$ cat src/rtl/boot_loader_pkg.sv
// Shared types and constants for the boot RAM loader.
package boot_loader_pkg;

    typedef enum logic [2:0] {
        StIdle,
        StHdr,
        StData,
        StCsum,
        StVerify,
        StVdrain,
        StDone,
        StErr
    } state_e;

    localparam logic [1:0] ERR_NONE = 2'b00;
    localparam logic [1:0] ERR_LEN  = 2'b01;
    localparam logic [1:0] ERR_CSUM = 2'b10;
    localparam logic [1:0] ERR_RDBK = 2'b11;

    localparam int unsigned HDR_BYTES  = 4;
    localparam int unsigned CSUM_BYTES = 2;

endpackage

$ cat src/rtl/boot_loader_sum.sv
// 16-bit modular accumulator: adds a low byte, a high byte (x256) or a full word.
module boot_loader_sum (
    input  logic        i_clk,
    input  logic        i_nreset,
    input  logic        i_clr,
    input  logic        i_add_lo,
    input  logic        i_add_hi,
    input  logic        i_add_word,
    input  logic [7:0]  i_byte,
    input  logic [15:0] i_word,
    output logic [15:0] o_sum
);

    logic [15:0] r_sum;
    logic [15:0] w_sum_nxt;

    always_comb begin
        w_sum_nxt = r_sum;
        if (i_clr) begin
            w_sum_nxt = '0;
        end else if (i_add_word) begin
            w_sum_nxt = r_sum + i_word;
        end else if (i_add_hi) begin
            w_sum_nxt = r_sum + {i_byte, 8'h00};
        end else if (i_add_lo) begin
            w_sum_nxt = r_sum + {8'h00, i_byte};
        end
    end

    always_ff @(posedge i_clk) begin
        if (!i_nreset) begin
            r_sum <= '0;
        end else begin
            r_sum <= w_sum_nxt;
        end
    end

    assign o_sum = r_sum;

endmodule

$ cat src/rtl/boot_loader.sv
// Frame parser and bus initiator that loads the boot RAM, reads it back and
// releases the CPU only after a clean load.
module boot_loader
    import boot_loader_pkg::*;
#(
    parameter int unsigned AW     = 12,
    parameter int unsigned MAXCNT = 4096
) (
    input  logic          i_clk,
    input  logic          i_nreset,
    input  logic          i_start,
    input  logic [7:0]    i_rx_data,
    input  logic          i_rx_valid,
    output logic          o_rx_ready,
    output logic          o_mem_sel,
    output logic          o_mem_r,
    output logic [1:0]    o_mem_w,
    output logic [AW-1:0] o_mem_addr,
    output logic [15:0]   o_mem_wdata,
    input  logic [15:0]   i_mem_rdata,
    output logic          o_busy,
    output logic          o_done,
    output logic [1:0]    o_err,
    output logic          o_cpu_hold
);

    state_e        r_state, w_state_nxt;
    logic [1:0]    r_idx, w_idx_nxt;
    logic [7:0]    r_lo_byte, w_lo_byte_nxt;
    logic [AW-1:0] r_start, w_start_nxt;
    logic [AW-1:0] r_addr, w_addr_nxt;
    logic [15:0]   r_n, w_n_nxt;
    logic [15:0]   r_left, w_left_nxt;
    logic          r_hi, w_hi_nxt;
    logic          r_mem_sel, w_mem_sel_nxt;
    logic          r_mem_r, w_mem_r_nxt;
    logic [1:0]    r_mem_w, w_mem_w_nxt;
    logic [AW-1:0] r_mem_addr, w_mem_addr_nxt;
    logic [15:0]   r_mem_wdata, w_mem_wdata_nxt;
    logic          r_done, w_done_nxt;
    logic [1:0]    r_err, w_err_nxt;
    logic          r_cpu_hold, w_cpu_hold_nxt;
    logic          r_rd_pend;

    logic          w_rx_ready, w_acc;
    logic [15:0]   w_word16;
    logic          w_clr, w_e_lo, w_e_hi;
    logic [15:0]   w_e_sum, w_r_sum, w_r_final;

    assign w_rx_ready = (r_state inside {StHdr, StData, StCsum});
    assign w_acc      = i_rx_valid & w_rx_ready;
    assign w_word16   = {i_rx_data, r_lo_byte};
    // Readback total including the word that lands during VDRAIN.
    assign w_r_final  = w_r_sum + i_mem_rdata;

    boot_loader_sum u_sum_e (
        .i_clk      (i_clk),
        .i_nreset   (i_nreset),
        .i_clr      (w_clr),
        .i_add_lo   (w_e_lo),
        .i_add_hi   (w_e_hi),
        .i_add_word (1'b0),
        .i_byte     (i_rx_data),
        .i_word     (16'h0000),
        .o_sum      (w_e_sum)
    );

    boot_loader_sum u_sum_r (
        .i_clk      (i_clk),
        .i_nreset   (i_nreset),
        .i_clr      (w_clr),
        .i_add_lo   (1'b0),
        .i_add_hi   (1'b0),
        .i_add_word (r_rd_pend),
        .i_byte     (8'h00),
        .i_word     (i_mem_rdata),
        .o_sum      (w_r_sum)
    );

    always_comb begin
        w_state_nxt     = r_state;
        w_idx_nxt       = r_idx;
        w_lo_byte_nxt   = r_lo_byte;
        w_start_nxt     = r_start;
        w_addr_nxt      = r_addr;
        w_n_nxt         = r_n;
        w_left_nxt      = r_left;
        w_hi_nxt        = r_hi;
        w_mem_sel_nxt   = 1'b0;
        w_mem_r_nxt     = 1'b1;
        w_mem_w_nxt     = 2'b00;
        w_mem_addr_nxt  = r_mem_addr;
        w_mem_wdata_nxt = r_mem_wdata;
        w_done_nxt      = r_done;
        w_err_nxt       = r_err;
        w_cpu_hold_nxt  = r_cpu_hold;
        w_clr           = 1'b0;
        w_e_lo          = 1'b0;
        w_e_hi          = 1'b0;

        unique case (r_state)
            StIdle: begin
                if (i_start) begin
                    w_state_nxt    = StHdr;
                    w_idx_nxt      = '0;
                    w_done_nxt     = 1'b0;
                    w_err_nxt      = ERR_NONE;
                    w_cpu_hold_nxt = 1'b1;
                    w_clr          = 1'b1;
                end
            end
            StHdr: begin
                if (w_acc) begin
                    w_idx_nxt = r_idx + 2'd1;
                    if (!r_idx[0]) begin
                        w_lo_byte_nxt = i_rx_data;
                    end else if (r_idx != 2'(HDR_BYTES - 1)) begin
                        w_start_nxt = w_word16[AW-1:0];
                        w_addr_nxt  = w_word16[AW-1:0];
                    end else begin
                        w_n_nxt    = w_word16;
                        w_left_nxt = w_word16;
                        w_hi_nxt   = 1'b0;
                        if (w_word16 > 16'(MAXCNT)) begin
                            w_state_nxt = StErr;
                            w_err_nxt   = ERR_LEN;
                        end else if (w_word16 == 16'd0) begin
                            w_state_nxt = StCsum;
                        end else begin
                            w_state_nxt = StData;
                        end
                    end
                end
            end
            StData: begin
                if (w_acc) begin
                    w_mem_sel_nxt   = 1'b1;
                    w_mem_r_nxt     = 1'b0;
                    w_mem_addr_nxt  = r_addr;
                    w_mem_wdata_nxt = {i_rx_data, i_rx_data};
                    w_hi_nxt        = ~r_hi;
                    if (!r_hi) begin
                        w_mem_w_nxt = 2'b01;
                        w_e_lo      = 1'b1;
                    end else begin
                        w_mem_w_nxt = 2'b10;
                        w_e_hi      = 1'b1;
                        w_addr_nxt  = r_addr + AW'(1);
                        w_left_nxt  = r_left - 16'd1;
                        if (r_left == 16'd1) begin
                            w_state_nxt = StCsum;
                        end
                    end
                end
            end
            StCsum: begin
                if (w_acc) begin
                    w_idx_nxt = r_idx + 2'd1;
                    if (r_idx != 2'(CSUM_BYTES - 1)) begin
                        w_lo_byte_nxt = i_rx_data;
                    end else if (w_word16 != w_e_sum) begin
                        w_state_nxt = StErr;
                        w_err_nxt   = ERR_CSUM;
                    end else if (r_n == 16'd0) begin
                        w_state_nxt    = StDone;
                        w_done_nxt     = 1'b1;
                        w_cpu_hold_nxt = 1'b0;
                    end else begin
                        // First readback address goes out with the VERIFY entry.
                        w_state_nxt    = StVerify;
                        w_mem_sel_nxt  = 1'b1;
                        w_mem_addr_nxt = r_start;
                        w_addr_nxt     = r_start + AW'(1);
                        w_left_nxt     = r_n - 16'd1;
                    end
                end
            end
            StVerify: begin
                if (r_left != 16'd0) begin
                    w_mem_sel_nxt  = 1'b1;
                    w_mem_addr_nxt = r_addr;
                    w_addr_nxt     = r_addr + AW'(1);
                    w_left_nxt     = r_left - 16'd1;
                end else begin
                    w_state_nxt = StVdrain;
                end
            end
            StVdrain: begin
                if (w_r_final != w_e_sum) begin
                    w_state_nxt = StErr;
                    w_err_nxt   = ERR_RDBK;
                end else begin
                    w_state_nxt    = StDone;
                    w_done_nxt     = 1'b1;
                    w_cpu_hold_nxt = 1'b0;
                end
            end
            StDone, StErr: begin
                if (i_start) begin
                    w_state_nxt    = StIdle;
                    w_done_nxt     = 1'b0;
                    w_err_nxt      = ERR_NONE;
                    w_cpu_hold_nxt = 1'b1;
                end
            end
            default: w_state_nxt = StIdle;
        endcase
    end

    always_ff @(posedge i_clk) begin
        if (!i_nreset) begin
            r_state     <= StIdle;
            r_idx       <= '0;
            r_lo_byte   <= '0;
            r_start     <= '0;
            r_addr      <= '0;
            r_n         <= '0;
            r_left      <= '0;
            r_hi        <= 1'b0;
            r_mem_sel   <= 1'b0;
            r_mem_r     <= 1'b1;
            r_mem_w     <= 2'b00;
            r_mem_addr  <= '0;
            r_mem_wdata <= '0;
            r_done      <= 1'b0;
            r_err       <= ERR_NONE;
            r_cpu_hold  <= 1'b1;
            r_rd_pend   <= 1'b0;
        end else begin
            r_state     <= w_state_nxt;
            r_idx       <= w_idx_nxt;
            r_lo_byte   <= w_lo_byte_nxt;
            r_start     <= w_start_nxt;
            r_addr      <= w_addr_nxt;
            r_n         <= w_n_nxt;
            r_left      <= w_left_nxt;
            r_hi        <= w_hi_nxt;
            r_mem_sel   <= w_mem_sel_nxt;
            r_mem_r     <= w_mem_r_nxt;
            r_mem_w     <= w_mem_w_nxt;
            r_mem_addr  <= w_mem_addr_nxt;
            r_mem_wdata <= w_mem_wdata_nxt;
            r_done      <= w_done_nxt;
            r_err       <= w_err_nxt;
            r_cpu_hold  <= w_cpu_hold_nxt;
            r_rd_pend   <= r_mem_sel & r_mem_r;
        end
    end

    assign o_rx_ready  = w_rx_ready;
    assign o_mem_sel   = r_mem_sel;
    assign o_mem_r     = r_mem_r;
    assign o_mem_w     = r_mem_w;
    assign o_mem_addr  = r_mem_addr;
    assign o_mem_wdata = r_mem_wdata;
    assign o_busy      = (r_state inside {StHdr, StData, StCsum, StVerify, StVdrain});
    assign o_done      = r_done;
    assign o_err       = r_err;
    assign o_cpu_hold  = r_cpu_hold;

endmodule

$ cat config.mk
export PLATFORM = sky130hd
export DESIGN_NAME = boot_loader
export DESIGN_NICKNAME = d
export VERILOG_FILES = /design/src/rtl/boot_loader_pkg.sv /design/src/rtl/boot_loader_sum.sv /design/src/rtl/boot_loader.sv
export SDC_FILE = /design/constraint.sdc
export NUM_CORES = 1
export LEC_CHECK = 0
export ABC_AREA = 0
export CELL_PAD_IN_SITES_DETAIL_PLACEMENT = 1
export CELL_PAD_IN_SITES_GLOBAL_PLACEMENT = 1
export CORE_UTILIZATION = 30
export DETAILED_ROUTE_END_ITERATION = 12
export PLACE_DENSITY_LB_ADDON = 0.1
export SLEW_MARGIN = 20
export SYNTH_ARGS = -nofsm -noshare
export SYNTH_HDL_FRONTEND = slang
export SYNTH_HIERARCHICAL = 1
export SYNTH_SLANG_ARGS = --single-unit
$ cat constraint.sdc
create_clock -name i_clk -period 8.23 [get_ports i_clk]
set_clock_uncertainty 0.1 [all_clocks]
set_input_delay 1.2345 -clock i_clk [delete_from_list [all_inputs] [get_ports i_clk]]
set_output_delay 1.2345 -clock i_clk [all_outputs]
set_load 0.02 [all_outputs]
==> summary by stage <==
Outcome
The flow ran to the end, and the final reports show no timing, DRC or antenna violations.

Synthesis
The total number of yosys warnings is 6. The synthesized area is 11300 um2. Counting flops and latches in the post-synthesis netlist gives 131. The top cell type by area accounts for 23.2% of the synthesized area.

By area the synthesized netlist is led by sky130_fd_sc_hd__dfxtp_1, sky130_fd_sc_hd__ha_1, sky130_fd_sc_hd__a21oi_1, sky130_fd_sc_hd__xnor2_1, sky130_fd_sc_hd__nand2_1. The top cell type by total area after synthesis is sky130_fd_sc_hd__dfxtp_1. The count of different cell masters after synthesis is 85. The synthesized netlist cell count is 1456. The share of flip-flops with an asynchronous set or reset after synthesis is 0%.

By count the netlist is led by sky130_fd_sc_hd__nand2_1, sky130_fd_sc_hd__nor2_1, sky130_fd_sc_hd__dfxtp_1. The primary flip-flop cell chosen by synthesis mapping is sky130_fd_sc_hd__dfxtp_1. In the post-synthesis netlist, the cell with the most instances is sky130_fd_sc_hd__nand2_1. The sequential fraction of the synthesis area is 23.2%. The number of enable flip-flop cells after synthesis is 0.

The mean instance size in the synthesized netlist is 7.75 um2.

Layout
The finished layout holds 2011 standard cells, fillers aside. The diode insertion count for antenna repair is 0. The net count of the finished layout is 1646. The utilization after layout is 35.5%.

The share of post-route cells with drive strength above 1 is 5.38%. The area added between synthesis and finish is 15.8%.

Global route
The maximum number of pins on one net before global-route repair is 54. The first global-routing pass estimated 65000 um of wire. The number of antenna violations at the first check in global routing was 0. Global routing used 21.7% of the available tracks across all layers. The global-route congestion overflow total is 0.

The via count of the first global-routing pass is 11300.

Placed design
In this run the tool buffered the top-level ports with 65 buffer cells. The congestion estimate from routability-driven global placement came to 0.819. The number of placed instances, taps included is 1979. The detailed placer's ending HPWL is 30600 um.

Routing
Dividing the detail-routed via count by the number of cells gives 5.53. The overall routed net length is 40700 um. The vias after detailed routing is 11100. The detailed-router iteration count before antenna repair is 5. For this run, design rule violations remaining after detail routing come to 0. The detail route stage leaves a number of antenna-violating nets equal to 0.

The post-detailed-route wirelength per cell is 20.3 um. For this block, the initial DRC count from the detailed router was 660.

Timing
The shortest clock period the worst path allows after layout is 4.35 ns. The maximum clock frequency is 0.230 GHz. Hold timing on the final database bottoms out at a slack of 0.383 ns. The count of endpoints failing hold in the final timing report is 0. The worst-case headroom to the max-slew limit is 27.9%.

After layout, the worst path uses 52.8% of the clock period. The post-route setup TNS is 0 ns. The number of setup violations in the final report is 0. Setup repair after global routing left no endpoint under its margin. At the pin with the least slew margin, the transition time is 1.08 ns.

The max-slew violation count is 0.

Power
VDD sags by at most 0.170 mV. The static leakage is 5.47 nW. Dividing total power by cell area gives a power density of 271 nW/um2.

Floorplan
Once the floorplan was initialized, standard cells occupied 30.7% of the core. During I/O placement, the number of pins put on the boundary was 66. The floorplan step defined a die boundary enclosing 38400 um2. The floorplan step set the die height to 196 um. The width of the chip is 196 um.

The placeable core area is 36800 um2. The number of rows created at floorplan is 70.

Worst setup path
In this run the worst path has a maximum fanout of 15. The startpoint of the worst-slack reg-to-reg timing path is r_state[2]. The critical path in this run is classified as in2reg. The required time at the worst-slack endpoint is 8.47 ns. The worst setup path is launched from a primary input. The worst reg-to-reg setup slack is 4.74 ns.

For the worst setup path, the data arrival time is 4.59 ns. The endpoint kind of the worst setup timing path is a register. Counting cells, the worst reg-to-reg path comes to 14. In this run the critical register-to-register path is captured at r_addr[4]. The most critical setup path has its startpoint at i_rx_valid.

Clock network
The CTS buffer count is 17. The number of clock sinks is 131. The maximum number of buffers from clock root to sink is 2. Clock-pin slew was measured on the worst setup and hold paths at 0.07 ns. The number of hold buffers added after CTS was 0.

The CTS tree is done. The master cell of the clock root buffer is sky130_fd_sc_hd__clkbuf_16. The number of cells upsized or downsized after cts is 0. The number of setup buffers added after CTS is 0. The insertion delay of the later-clocked pin in the worst-skew pair is 0.44 ns.

The H-tree depth is 4.

Hold path
The path class of the lowest-slack min-delay path is reg2reg. The worst hold path was traced through 2 stages. The startpoint identified for the worst hold timing path is o_mem_wdata[13]. The hold-critical path endpoint is o_mem_wdata[13].

Job
The max-cap violation count is 0.
-- worst max-delay path by stage --
stage,end,cells after the start
3_5_place_dp,o_err[1],11
6_report,u_sum_e/o_sum[3],8
4_1_cts,o_err[1],11
3_3_place_gp,o_err[0],10
5_1_grt,u_sum_e/o_sum[3],8
2_1_floorplan,o_err[0],9
-- cells by family after synthesis --
logic type,count (synthesis),share of synthesized area (%)
fa+ha+maj,88,10.2
xor+xnor,108,8.45
simple gates,521,22.5
buf+inv,120,4.67
mux,61,5.47
other cells,1,0.0332
compound gates,426,25.4
flops,131,23.2
-- registers in the layout (all words and copies together), names as in the netlist --
register       flops
r_left            16
r_n               16
u_sum_e/o_sum     16
u_sum_r/o_sum     16
o_mem_addr        12
r_addr            12
r_start           12
o_mem_wdata        8
r_lo_byte          8
r_state            3
o_err              2
o_mem_w            2
r_idx              2
o_cpu_hold         1
o_done             1
o_mem_r            1
o_mem_sel          1
r_hi               1
r_rd_pend          1
-- placed cells by master (no fill, tap or decap), types with 13 or more instances in the layout --
master / Yosys / final
sky130_fd_sc_hd__nor3_1: 33 / 33
sky130_fd_sc_hd__a31oi_1: 13 / 13
sky130_fd_sc_hd__xor2_1: 38 / 38
sky130_fd_sc_hd__xnor2_1: 69 / 69
sky130_fd_sc_hd__and3_1: 25 / 25
sky130_fd_sc_hd__mux2i_1: 56 / 56
sky130_fd_sc_hd__buf_4: 8 / 15
sky130_fd_sc_hd__ha_1: 81 / 81
sky130_fd_sc_hd__o211ai_1: 23 / 23
sky130_fd_sc_hd__nand2b_1: 18 / 18
sky130_fd_sc_hd__a211oi_1: 26 / 26
sky130_fd_sc_hd__o21ai_0: 78 / 78
sky130_fd_sc_hd__nand4_1: 23 / 23
sky130_fd_sc_hd__conb_1: 1 / 49
sky130_fd_sc_hd__nand3_1: 32 / 32
sky130_fd_sc_hd__clkdlybuf4s50_1: 0 / 65
sky130_fd_sc_hd__a21oi_1: 122 / 122
sky130_fd_sc_hd__nand2_1: 160 / 160
sky130_fd_sc_hd__o211a_1: 13 / 13
sky130_fd_sc_hd__clkbuf_16: 0 / 17
sky130_fd_sc_hd__a311oi_1: 16 / 16
sky130_fd_sc_hd__nor2b_1: 14 / 14
sky130_fd_sc_hd__inv_1: 45 / 45
sky130_fd_sc_hd__dfxtp_1: 131 / 131
sky130_fd_sc_hd__nor2_1: 139 / 139
sky130_fd_sc_hd__or3_1: 14 / 14
sky130_fd_sc_hd__a21o_1: 16 / 16
-- per-layer routing --
layer	share of wire (%)	wire [um]	GRT usage (%)	vias to the layer above
met3	2.6	1070	2.65	23
met5	0	0	0	-
met1	52	21200	31.1	5487
li1	-	-	-	5451
met2	44	18100	34.5	169
met4	0.93	378	4.37	0
-- power breakdown --
part	internal, W	total (W)	switching (W)	leakage [nW]
Clock	0.000431	0.000791	0.000360	0.286
Combinational	0.000698	0.00181	0.00111	4.12
Sequential	0.000751	0.000933	0.000181	1.07
Total	0.00188	0.00354	0.00166	5.47
-- layout make-up --
| class | instances | area [um2] |
|---|---|---|
| clock buffers | 17 | 425 |
| clock inverters | 15 | 164 |
| fillers | 4479 | 23700 |
| inverters | 46 | 173 |
| multi-input cells | 1253 | 8330 |
| flip-flops and latches | 131 | 2620 |
| well taps | 468 | 586 |
| repair buffers | 81 | 774 |
-- critical path, stage by stage --
cell                              delay (ns)
sky130_fd_sc_hd__clkdlybuf4s50_1        0.59
sky130_fd_sc_hd__nor2b_1                0.34
sky130_fd_sc_hd__and2_1                 0.21
sky130_fd_sc_hd__nand2_1                0.32
sky130_fd_sc_hd__nor2_1                 0.67
sky130_fd_sc_hd__nand2b_1               0.49
sky130_fd_sc_hd__or3_1                  0.49
sky130_fd_sc_hd__a221oi_1               0.23
-- metrics by stage --
step / setup WS [ns] / power, W / area (um2)
global placement: 3.53 / 0.00270 / 12500
global route: 3.59 / 0.00380 / 13100
CTS: 3.93 / 0.00353 / 13100
detailed placement: 3.45 / 0.00273 / 12500
floorplan: 4.28 / 0.00216 / 11500
finish: 3.88 / 0.00354 / 13100
Note: power is estimated with default switching activity, not from simulation.
